## src/rtl/log_write_sched_pkg.sv

```systemverilog
// rtl/log_write_sched_pkg.sv - shared event codes, entry layout and helpers for the log write scheduler
// Purpose: event codes used by the detectors and the log, the 37-bit entry
//          layout, the scheduler FSM state type and the entry builder.
package log_write_sched_pkg;

    localparam int ENTRY_W  = 37;
    localparam int NUM_SRC  = 6;

    // Entry layout: {code[2:0], pc[15:0], addr[15:0], en, wr}
    localparam int CODE_LSB = 34;
    localparam int PC_LSB   = 18;
    localparam int ADDR_LSB = 2;
    localparam int EN_BIT   = 1;
    localparam int WR_BIT   = 0;

    localparam logic [2:0] LOG_X_STACK     = 3'd0;
    localparam logic [2:0] LOG_AC          = 3'd1;
    localparam logic [2:0] LOG_ATOMICITY   = 3'd2;
    localparam logic [2:0] LOG_DMA_AC      = 3'd3;
    localparam logic [2:0] LOG_DMA_DETECT  = 3'd4;
    localparam logic [2:0] LOG_DMA_X_STACK = 3'd5;

    typedef enum logic {ST_IDLE, ST_CLEAR} state_t;

    // Builds the snapshot a detector of the given code would log this cycle.
    function automatic logic [ENTRY_W-1:0] make_entry(
        input logic [2:0]  code,
        input logic [15:0] pc,
        input logic [15:0] data_addr,
        input logic        data_en,
        input logic        data_wr,
        input logic [15:0] dma_addr,
        input logic        dma_en
    );
        logic [ENTRY_W-1:0] e;
        logic [15:0]        a;
        logic               en;
        logic               wr;
        case (code)
            LOG_X_STACK: begin
                a = data_addr; en = data_en; wr = data_wr;
            end
            LOG_AC: begin
                a = data_addr; en = data_en; wr = 1'b0;
            end
            LOG_ATOMICITY: begin
                a = 16'h0000; en = 1'b0; wr = 1'b0;
            end
            default: begin
                a = dma_addr; en = dma_en; wr = 1'b0;
            end
        endcase
        e                   = '0;
        e[CODE_LSB +: 3]    = code;
        e[PC_LSB +: 16]     = pc;
        e[ADDR_LSB +: 16]   = a;
        e[EN_BIT]           = en;
        e[WR_BIT]           = wr;
        return e;
    endfunction

endpackage

```

## src/rtl/log_evt_slot.sv

```systemverilog
// rtl/log_evt_slot.sv - one pending-event slot with capture, drain and drop logic
// Purpose: holds one captured log entry until the scheduler drains it.
// Ports:
//   clk, reset  clock, asynchronous active-high reset
//   cap         event pulse for this slot's source
//   cap_data    snapshot to store on capture
//   drain       scheduler is consuming (writing or discarding) this slot now
//   pend        slot holds an entry
//   data        stored entry
//   drop        pulse: event arrived while slot still occupied and not drained
module log_evt_slot
    import log_write_sched_pkg::*;
(
    input  logic               clk,
    input  logic               reset,
    input  logic               cap,
    input  logic [ENTRY_W-1:0] cap_data,
    input  logic               drain,
    output logic               pend,
    output logic [ENTRY_W-1:0] data,
    output logic               drop
);

    logic               pend_q, pend_d;
    logic [ENTRY_W-1:0] data_q, data_d;

    always_comb begin
        pend_d = pend_q;
        data_d = data_q;
        drop   = 1'b0;
        if (drain) begin
            pend_d = 1'b0;
        end
        // A drain in the same cycle frees the slot, so the new event fits.
        if (cap) begin
            if (pend_q && !drain) begin
                drop = 1'b1;
            end else begin
                pend_d = 1'b1;
                data_d = cap_data;
            end
        end
    end

    always_ff @(posedge clk or posedge reset) begin
        if (reset) begin
            pend_q <= 1'b0;
            data_q <= '0;
        end else begin
            pend_q <= pend_d;
            data_q <= data_d;
        end
    end

    assign pend = pend_q;
    assign data = data_q;

endmodule

```

## src/rtl/log_write_sched.sv

```systemverilog
// rtl/log_write_sched.sv - violation-log RAM write scheduler with per-source slots and clear sweep
// Purpose: captures violation pulses into six slots, drains them to the log
//          RAM one per cycle (lowest code first), tracks pointer/count/status,
//          and sweeps the RAM to zero on clr_req.
// Ports:
//   clk, reset                       clock, asynchronous active-high reset
//   ev_req[5:0]                      violation pulses, bit i = code i
//   pc, data_addr, data_en, data_wr  CPU snapshot
//   dma_addr, dma_en                 DMA snapshot
//   clr_req                          one-cycle clear request
//   ram_we, ram_wr_addr, ram_wr_data registered RAM write port
//   busy                             clear sweep in progress
//   pend                             slot pending flags
//   full, wrapped, overflow          status (full for WRAP=0, wrapped for WRAP=1)
//   entry_cnt                        entries since last clear, saturating
module log_write_sched
    import log_write_sched_pkg::*;
#(
    parameter int ADDR_W = 16,
    parameter bit WRAP   = 1'b1
) (
    input  logic               clk,
    input  logic               reset,
    input  logic [5:0]         ev_req,
    input  logic [15:0]        pc,
    input  logic [15:0]        data_addr,
    input  logic               data_en,
    input  logic               data_wr,
    input  logic [15:0]        dma_addr,
    input  logic               dma_en,
    input  logic               clr_req,
    output logic               ram_we,
    output logic [ADDR_W-1:0]  ram_wr_addr,
    output logic [ENTRY_W-1:0] ram_wr_data,
    output logic               busy,
    output logic [5:0]         pend,
    output logic               full,
    output logic               wrapped,
    output logic               overflow,
    output logic [ADDR_W:0]    entry_cnt
);

    localparam logic [ADDR_W-1:0] ADDR_MAX = '1;
    localparam logic [ADDR_W:0]   CNT_MAX  = {1'b1, {ADDR_W{1'b0}}};

    logic [ENTRY_W-1:0] snap      [NUM_SRC];
    logic [ENTRY_W-1:0] slot_data [NUM_SRC];
    logic [5:0]         slot_pend;
    logic [5:0]         slot_drop;
    logic [5:0]         drain;

    logic [2:0]         sel;
    logic               any_pend;
    logic [ENTRY_W-1:0] sel_data;

    state_t             state_q, state_d;
    logic [ADDR_W-1:0]  wptr_q, wptr_d;
    logic [ADDR_W-1:0]  swp_q, swp_d;
    logic [ADDR_W:0]    cnt_q, cnt_d;
    logic               full_q, full_d;
    logic               wrapped_q, wrapped_d;
    logic               ovf_q, ovf_d;
    logic               busy_q, busy_d;
    logic               ram_we_q, ram_we_d;
    logic [ADDR_W-1:0]  ram_addr_q, ram_addr_d;
    logic [ENTRY_W-1:0] ram_data_q, ram_data_d;

    always_comb begin
        for (int i = 0; i < NUM_SRC; i++) begin
            snap[i] = make_entry(3'(i), pc, data_addr, data_en, data_wr, dma_addr, dma_en);
        end
    end

    for (genvar g = 0; g < NUM_SRC; g++) begin : g_slot
        log_evt_slot u_slot (
            .clk      (clk),
            .reset    (reset),
            .cap      (ev_req[g]),
            .cap_data (snap[g]),
            .drain    (drain[g]),
            .pend     (slot_pend[g]),
            .data     (slot_data[g]),
            .drop     (slot_drop[g])
        );
    end

    // Lowest pending index wins; scanning downward leaves the lowest last.
    always_comb begin
        sel      = 3'd0;
        any_pend = 1'b0;
        sel_data = '0;
        for (int i = NUM_SRC - 1; i >= 0; i--) begin
            if (slot_pend[i]) begin
                sel      = 3'(i);
                any_pend = 1'b1;
                sel_data = slot_data[i];
            end
        end
    end

    always_comb begin
        state_d    = state_q;
        wptr_d     = wptr_q;
        swp_d      = swp_q;
        cnt_d      = cnt_q;
        full_d     = full_q;
        wrapped_d  = wrapped_q;
        ovf_d      = ovf_q | (|slot_drop);
        busy_d     = busy_q;
        ram_we_d   = 1'b0;
        ram_addr_d = ram_addr_q;
        ram_data_d = '0;
        drain      = 6'b000000;
        case (state_q)
            ST_IDLE: begin
                // Clear takes priority; pending slots stay put for later.
                if (clr_req) begin
                    state_d    = ST_CLEAR;
                    busy_d     = 1'b1;
                    ram_we_d   = 1'b1;
                    ram_addr_d = '0;
                    swp_d      = '0;
                end else if (any_pend) begin
                    drain = 6'b000001 << sel;
                    if (full_q) begin
                        // No room: the selected entry is thrown away.
                        ovf_d = 1'b1;
                    end else begin
                        ram_we_d   = 1'b1;
                        ram_addr_d = wptr_q;
                        ram_data_d = sel_data;
                        wptr_d     = wptr_q + ADDR_W'(1);
                        if (cnt_q != CNT_MAX) begin
                            cnt_d = cnt_q + {{ADDR_W{1'b0}}, 1'b1};
                        end
                        if (wptr_q == ADDR_MAX) begin
                            if (WRAP) begin
                                wrapped_d = 1'b1;
                            end else begin
                                full_d = 1'b1;
                            end
                        end
                    end
                end
            end
            ST_CLEAR: begin
                if (swp_q == ADDR_MAX) begin
                    state_d   = ST_IDLE;
                    busy_d    = 1'b0;
                    wptr_d    = '0;
                    cnt_d     = '0;
                    full_d    = 1'b0;
                    wrapped_d = 1'b0;
                    // A drop on the final sweep cycle is still a real loss.
                    ovf_d     = |slot_drop;
                end else begin
                    swp_d      = swp_q + ADDR_W'(1);
                    ram_we_d   = 1'b1;
                    ram_addr_d = swp_q + ADDR_W'(1);
                end
            end
            default: begin
                state_d = ST_IDLE;
            end
        endcase
    end

    always_ff @(posedge clk or posedge reset) begin
        if (reset) begin
            state_q    <= ST_IDLE;
            wptr_q     <= '0;
            swp_q      <= '0;
            cnt_q      <= '0;
            full_q     <= 1'b0;
            wrapped_q  <= 1'b0;
            ovf_q      <= 1'b0;
            busy_q     <= 1'b0;
            ram_we_q   <= 1'b0;
            ram_addr_q <= '0;
            ram_data_q <= '0;
        end else begin
            state_q    <= state_d;
            wptr_q     <= wptr_d;
            swp_q      <= swp_d;
            cnt_q      <= cnt_d;
            full_q     <= full_d;
            wrapped_q  <= wrapped_d;
            ovf_q      <= ovf_d;
            busy_q     <= busy_d;
            ram_we_q   <= ram_we_d;
            ram_addr_q <= ram_addr_d;
            ram_data_q <= ram_data_d;
        end
    end

    assign ram_we      = ram_we_q;
    assign ram_wr_addr = ram_addr_q;
    assign ram_wr_data = ram_data_q;
    assign busy        = busy_q;
    assign pend        = slot_pend;
    assign full        = full_q;
    assign wrapped     = wrapped_q;
    assign overflow    = ovf_q;
    assign entry_cnt   = cnt_q;

endmodule

```

## config.mk

```make
export PLATFORM = sky130hd
export DESIGN_NAME = log_write_sched
export DESIGN_NICKNAME = d
export VERILOG_FILES = /design/src/rtl/log_write_sched_pkg.sv /design/src/rtl/log_evt_slot.sv /design/src/rtl/log_write_sched.sv
export SDC_FILE = /design/constraint.sdc
export NUM_CORES = 1
export LEC_CHECK = 0
export CAP_MARGIN = 20
export CORE_MARGIN = 2
export CORE_UTILIZATION = 57
export CTS_CLUSTER_DIAMETER = 100
export CTS_CLUSTER_SIZE = 40
export DETAILED_ROUTE_END_ITERATION = 12
export PLACE_DENSITY = 0.9
export SETUP_SLACK_MARGIN = 0.3
export SLEW_MARGIN = 0
export SYNTH_ARGS = -nofsm -noshare
export SYNTH_HDL_FRONTEND = slang
export SYNTH_SLANG_ARGS = --single-unit
```

## constraint.sdc

```tcl
create_clock -name clk -period 12.6 [get_ports clk]
set_clock_uncertainty 0.1 [all_clocks]
set_input_delay 1.26 -clock clk [delete_from_list [all_inputs] [get_ports clk]]
set_output_delay 1.26 -clock clk [all_outputs]
set_load 0.01 [all_outputs]
```

; ---- Yosys cells after proc, flatten, opt, wreduce, memory -nomap -nowiden
; Index checks and enable logic that the tools add are counted.
[word_totals]
out_inout_bits = 81
input_bits = 60
wordCells = 171
regBits = 301
[op_classes]
bitwise_logic = 8
addsub = 3
n_shift = 1
reduce_logical = 26
eq_ne = 13
muxes = 97
[ops]
columns = cell, n
row1 = 37-bit 2-to-1 mux, 10
row2 = 16-bit 2-to-1 mux, 9
row3 = 16-bit case mux with 2 select lines, 3
row4 = 17-bit 2-to-1 mux, 5
row5 = 1-bit 2-to-1 mux, 54
row6 = 17-bit case mux with 2 select lines, 1
row7 = 16-bit by 1-bit adder with 16-bit output (second input constant), 2
row8 = 16-bit equality test (second input constant), 2
row9 = 3-bit 2-to-1 mux, 6
row10 = 6-bit 2-to-1 mux, 3
row11 = 17-bit by 1-bit adder with 17-bit output (second input constant), 1
row12 = 17-bit != test (second input constant), 1
row13 = 2-bit AND reduction, 8
row14 = 2-bit != test (second input constant), 7
row15 = 1-bit case mux with 2 select lines, 6
row16 = 5-bit AND reduction, 2
row17 = 1-bit inverter, 7
row18 = 1-bit logical AND, 6
row19 = 1-bit zero test, 6
row20 = 3-bit != test (second input constant), 2
row21 = 3-bit AND reduction, 2
row22 = 6-bit OR reduction, 1
row23 = 1-bit by 3-bit left shift with 6-bit output (first input constant), 1
row24 = 4-bit AND reduction, 1
row25 = 2 further kinds, 2

; ---- Longest topological paths before layout
[depth]
ltp_word = 20
mapped_depth = 9
mapped_depth_nobuf = 6

; ---- By module
; Synthesis repeated with hierarchy kept, for this count alone.
[unflattened]
hier_cells = 1238
area_unflattened_um2 = 15761.4
[modules_own_cells]
columns = mod, seq_area_each_um2, instances, cells_per_inst, area_per_inst_um2
row1 = log_evt_slot, 950.9, 6, 84, 1554.0
row2 = log_write_sched, 2677.6, 1, 734, 6437.4

; ---- Least setup slack after synthesis
; OpenSTA, ideal clock, no wires.
[synth_timing]
path_kind = input port to flip-flop
start = in clr_req
end = reg ram_addr_q[15] (netlist: ram_wr_addr[15])
slack_ns = 9.430
t_required_ns = 12.418
stages = 8
path_buffers = 4
arrival_ns = 2.989
setup_time_ns = 0.082
cell_sequence = or4_1 buf_2 or4b_1 buf_2 and2_4 buf_6 buf_6 a31oi_1
[synth_between]
elab_chain_cells = 2
elab_cells_between_ends = 5
classes_between = eq/ne: 2 / mux: 2 / reduce/logical: 1
[synth_rtl]
columns = item, line_no
row1 = from (decl), log_write_sched.sv:31  ; input logic clr_req,
row2 = 3-bit != test (no line) or 16-bit 2-to-1 mux (tied branches), --
row3 = 3-bit AND reduction (no line) or 16-bit case mux with 2 select lines (tied branches), --
row4 = to (signal assigned), log_write_sched.sv:191  ; ram_addr_q <= ram_addr_d;
row5 = to (decl), log_write_sched.sv:65  ; logic [ADDR_W-1:0] ram_addr_q, ram_addr_d;
; Several ways; a longest one is shown, not always the timed one.
; A chain may end at the register's enable or synchronous reset.

; ---- Worst setup path after layout
[layout_timing]
start = in clr_req
end = reg g_slot[3].u_slot.data_q[33]
[layout_between]
elab_chain_cells = 6
[layout_rtl]
columns = item, line_no
row1 = 6-bit 2-to-1 mux, log_write_sched.sv:117  ; if (clr_req) begin
row2 = 6-bit 2-to-1 mux, log_write_sched.sv:114  ; case (state_q)
row3 = 1-bit zero test, log_evt_slot.sv:36  ; if (pend_q && !drain) begin
row4 = 1-bit logical AND, log_evt_slot.sv:36
row5 = 1-bit inverter (no line), --
row6 = 2-bit AND reduction (no line), --
row7 = to (signal assigned), log_evt_slot.sv:51  ; data_q <= data_d;
row8 = to (decl), log_evt_slot.sv:25  ; logic [ENTRY_W-1:0] data_q, data_d;
; No other way between the ends.

==> metrics <==
RSZ-0062 raised after global routing no; top cells by area, synth dfrtp_1 56%, mux2_2 16%, a21oi_1 4.4%; Worst path slowest cell or4_1; Ys Warns 0; Clock Root Buffer clkbuf_16; Commonest cells post-synth 300 x dfrtp_1, 187 x mux2_2, 118 x a21oi_1; Die W 158.0 µm; Die Y between 150 and 200 µm; core area approximately 0.023 mm²; CP Depth 6; Detail Route Antenna Nets 0; TritonCTS Sinks 300; initial antenna violation count 0; Clk pin slew, worst setup/hold paths 0.14 ns; kind of critical path primary input to flop; Post-synth EDFFs 0; Seq/Total Area, Yosys 0.5551; CP arrival roughly 4.2 ns; Synth Instances 1179; Nets ~1300; gr ovfl total 0; IO Pins 141; Tot Pwr between 1.5 and 2 mW; Hold Path Depth 1; Final Util 0.6581; setup violators final 0; HP Class flop to flop; Vias 10030; vias in the first global route ~9800; wire per inst 20.61 µm; H-Tree Depth 1; buffers plus inverters on the worst setup path 2; cells along the critical path clkdlybuf4s50_1 -> or4_1 -> o21ai_0 -> nand2_1 -> buf_4 -> mux2_2; Pwr Density approximately 120 mW/mm²; Post-DP HPWL between 20000 and 25000 µm; Initial Util 0.5778; setup bufs post-CTS 0; CTS tree yes; most frequent cell after synthesis dfrtp_1; IO buf count ~140; max-cap check violation count 0; Tcrit/Tclk final 0.3131; placement row count 56; vias per cell approximately 6.3; Worst path max stage delay ~0.73 ns; Reg2Reg Depth 6; fin crit period 3.945 ns; TNS Setup 0 ns; Net Count, Synth 1243; largest net degree at the start of global routing 206; Post-Syn Area around 0.014 mm²; full die area roughly 0.025 mm²; Post-CTS Resized 0; CP endpoint kind flop; CP Launch Type primary input; #FFs+latches synth 300; delay-heaviest family, CP simple AND/OR/NAND/NOR gates; fraction of registers with async set/reset 1.000; crit path max fanout 20; Pleak around 6.6 nW; TritonCTS Buffers 11; final wirelength 32590 µm; global-route wire length before repair approximately 53000 µm; final slew viol count 0; area growth from synthesis to layout 13.89%; Fin. Hold Viols 0; 1st-iter DRT viols ~950; worst rel slew slack 0.2349; clk buf depth 3; post-synth top area share 0.5551; drt drc 0; fmax between 200 and 300 MHz; layout cells sized above 1 0.1824; maximum vdd ir drop approximately 0.000095 V; worst-skew pair later-pin latency 0.51 ns; hold_buf cts 0; Top FF cell, synth dfrtp_1; status complete, no violations; area leader, netlist dfrtp_1; Placer Congestion between 0.8 and 0.9; worst slew pin tran 1.148 ns; GRT Resource Usage Total 0.2641; Mean Syn Cell Area 11.47 µm²; drt pass-1 iters 5; post-synth cell types 53; Critical Path RT roughly 13 ns
## state kept, by name (all words and copies together), names as in the netlist
name / count
busy: 1
ram_wr_addr: 16
state_q: 1
wrapped: 1
entry_cnt: 17
overflow: 1
g_slot.u_slot.data: 187
swp_q: 16
ram_we: 1
ram_wr_data: 37
wptr_q: 16
g_slot.u_slot.pend: 6
## routing by layer
layer | global-route usage | share of wire
met1 | 0.3763 | 0.41
met3 | 0.03477 | 0.068
met4 | 0.08752 | 0.028
met5 | 0 | 0
met2 | 0.4234 | 0.49
## worst paths after layout
path                                      startpoint                   endpoint  slack [ns]
min                        g_slot[2].u_slot.data[35]  g_slot[2].u_slot.data[35]        0.39
min reg2reg                g_slot[2].u_slot.data[35]  g_slot[2].u_slot.data[35]        0.39
max reg2reg                    g_slot[0].u_slot.pend  g_slot[3].u_slot.data[33]        9.18
max                                          clr_req  g_slot[3].u_slot.data[33]        8.65
min in group asynchronous                      reset                   swp_q[7]        1.13
max in group asynchronous                      reset      g_slot[3].u_slot.pend        9.62
## final cells by class
type,instances,area [µm²]
Multi-Input combinational cell,742,5460
Tap cell,319,399.1
Sequential cell,300,7511
Antenna cell,1,2.502
Clock inverter,3,26.28
Clock buffer,13,282.8
Fill cell,1679,8001
Inverter,46,180.2
Timing Repair Buffer,157,1539
## stage by stage
stage                     hold WS, ns  cells  setup slack, ns  cell area [µm²]
final                          0.3852   1581            8.655            15400
after detailed placement       0.3528   1564            8.242            15090
after global placement         0.3492   1564            8.348            15090
after floorplan                0.3346   1179            2.951            13520
after CTS                      0.3885   1580            8.710            15400
after global routing           0.4073   1580            8.562            15400
## cell families after synthesis
logic type / count (synthesis) / share of synthesized area
DFF: 300 / 0.5551
AOI/OAI and AO/OA: 277 / 0.1318
and+or+nand+nor: 257 / 0.1007
muxes: 191 / 0.1587
buffers and inverters: 137 / 0.04191
xor gates and xnor gates: 12 / 0.007772
adders and majority gates: 4 / 0.003701
other: 1 / 0.0002773
## worst register-to-register path, delay by kind of cell, from the launching register on
family,cells,cell delay [ns]
flops,1,0.41
mux,1,0.33
buf+inv,2,0.79
simple gates,2,1.30
compound gates,1,0.38
## power by group
| group | total (mW) | switching (mW) | leakage [nW] | internal, mW |
|---|---|---|---|---|
| clock network | 0.455 | 0.289 | 0.144 | 0.167 |
| logic | 0.262 | 0.118 | 2.74 | 0.144 |
| registers | 1.16 | 0.0789 | 3.74 | 1.08 |
| total | 1.87 | 0.486 | 6.62 | 1.39 |
## layout by cell type (no fill, tap or decap), types with 4 or more instances in the layout
cell             netlist  final
a221o_1               49     49
nand3_1               40     40
nand2_1               82     82
ha_1                   4      4
and3_1                 5      5
nor4_1                12     12
dfrtp_1              300    297
xnor2_1                5      5
o211ai_1               6      6
or3_1                 10     10
o31ai_1               10     10
a31oi_1               13     13
nor2_1                16     15
xor2_1                 7      7
mux2i_1                4      4
a21oi_1              118    118
and4_1                 5      5
nand3b_1              17     17
buf_4                  7     17
o21ai_0               51     51
clkbuf_16              0     11
nor3_1                10      9
o21a_1                 6      6
inv_1                 46     45
or4_1                 15     15
clkdlybuf4s50_1        0    139
nand2b_1              29     29
nand4_1                9      9
mux2_2               187    187
Note: power is estimated with default switching activity, not from simulation.
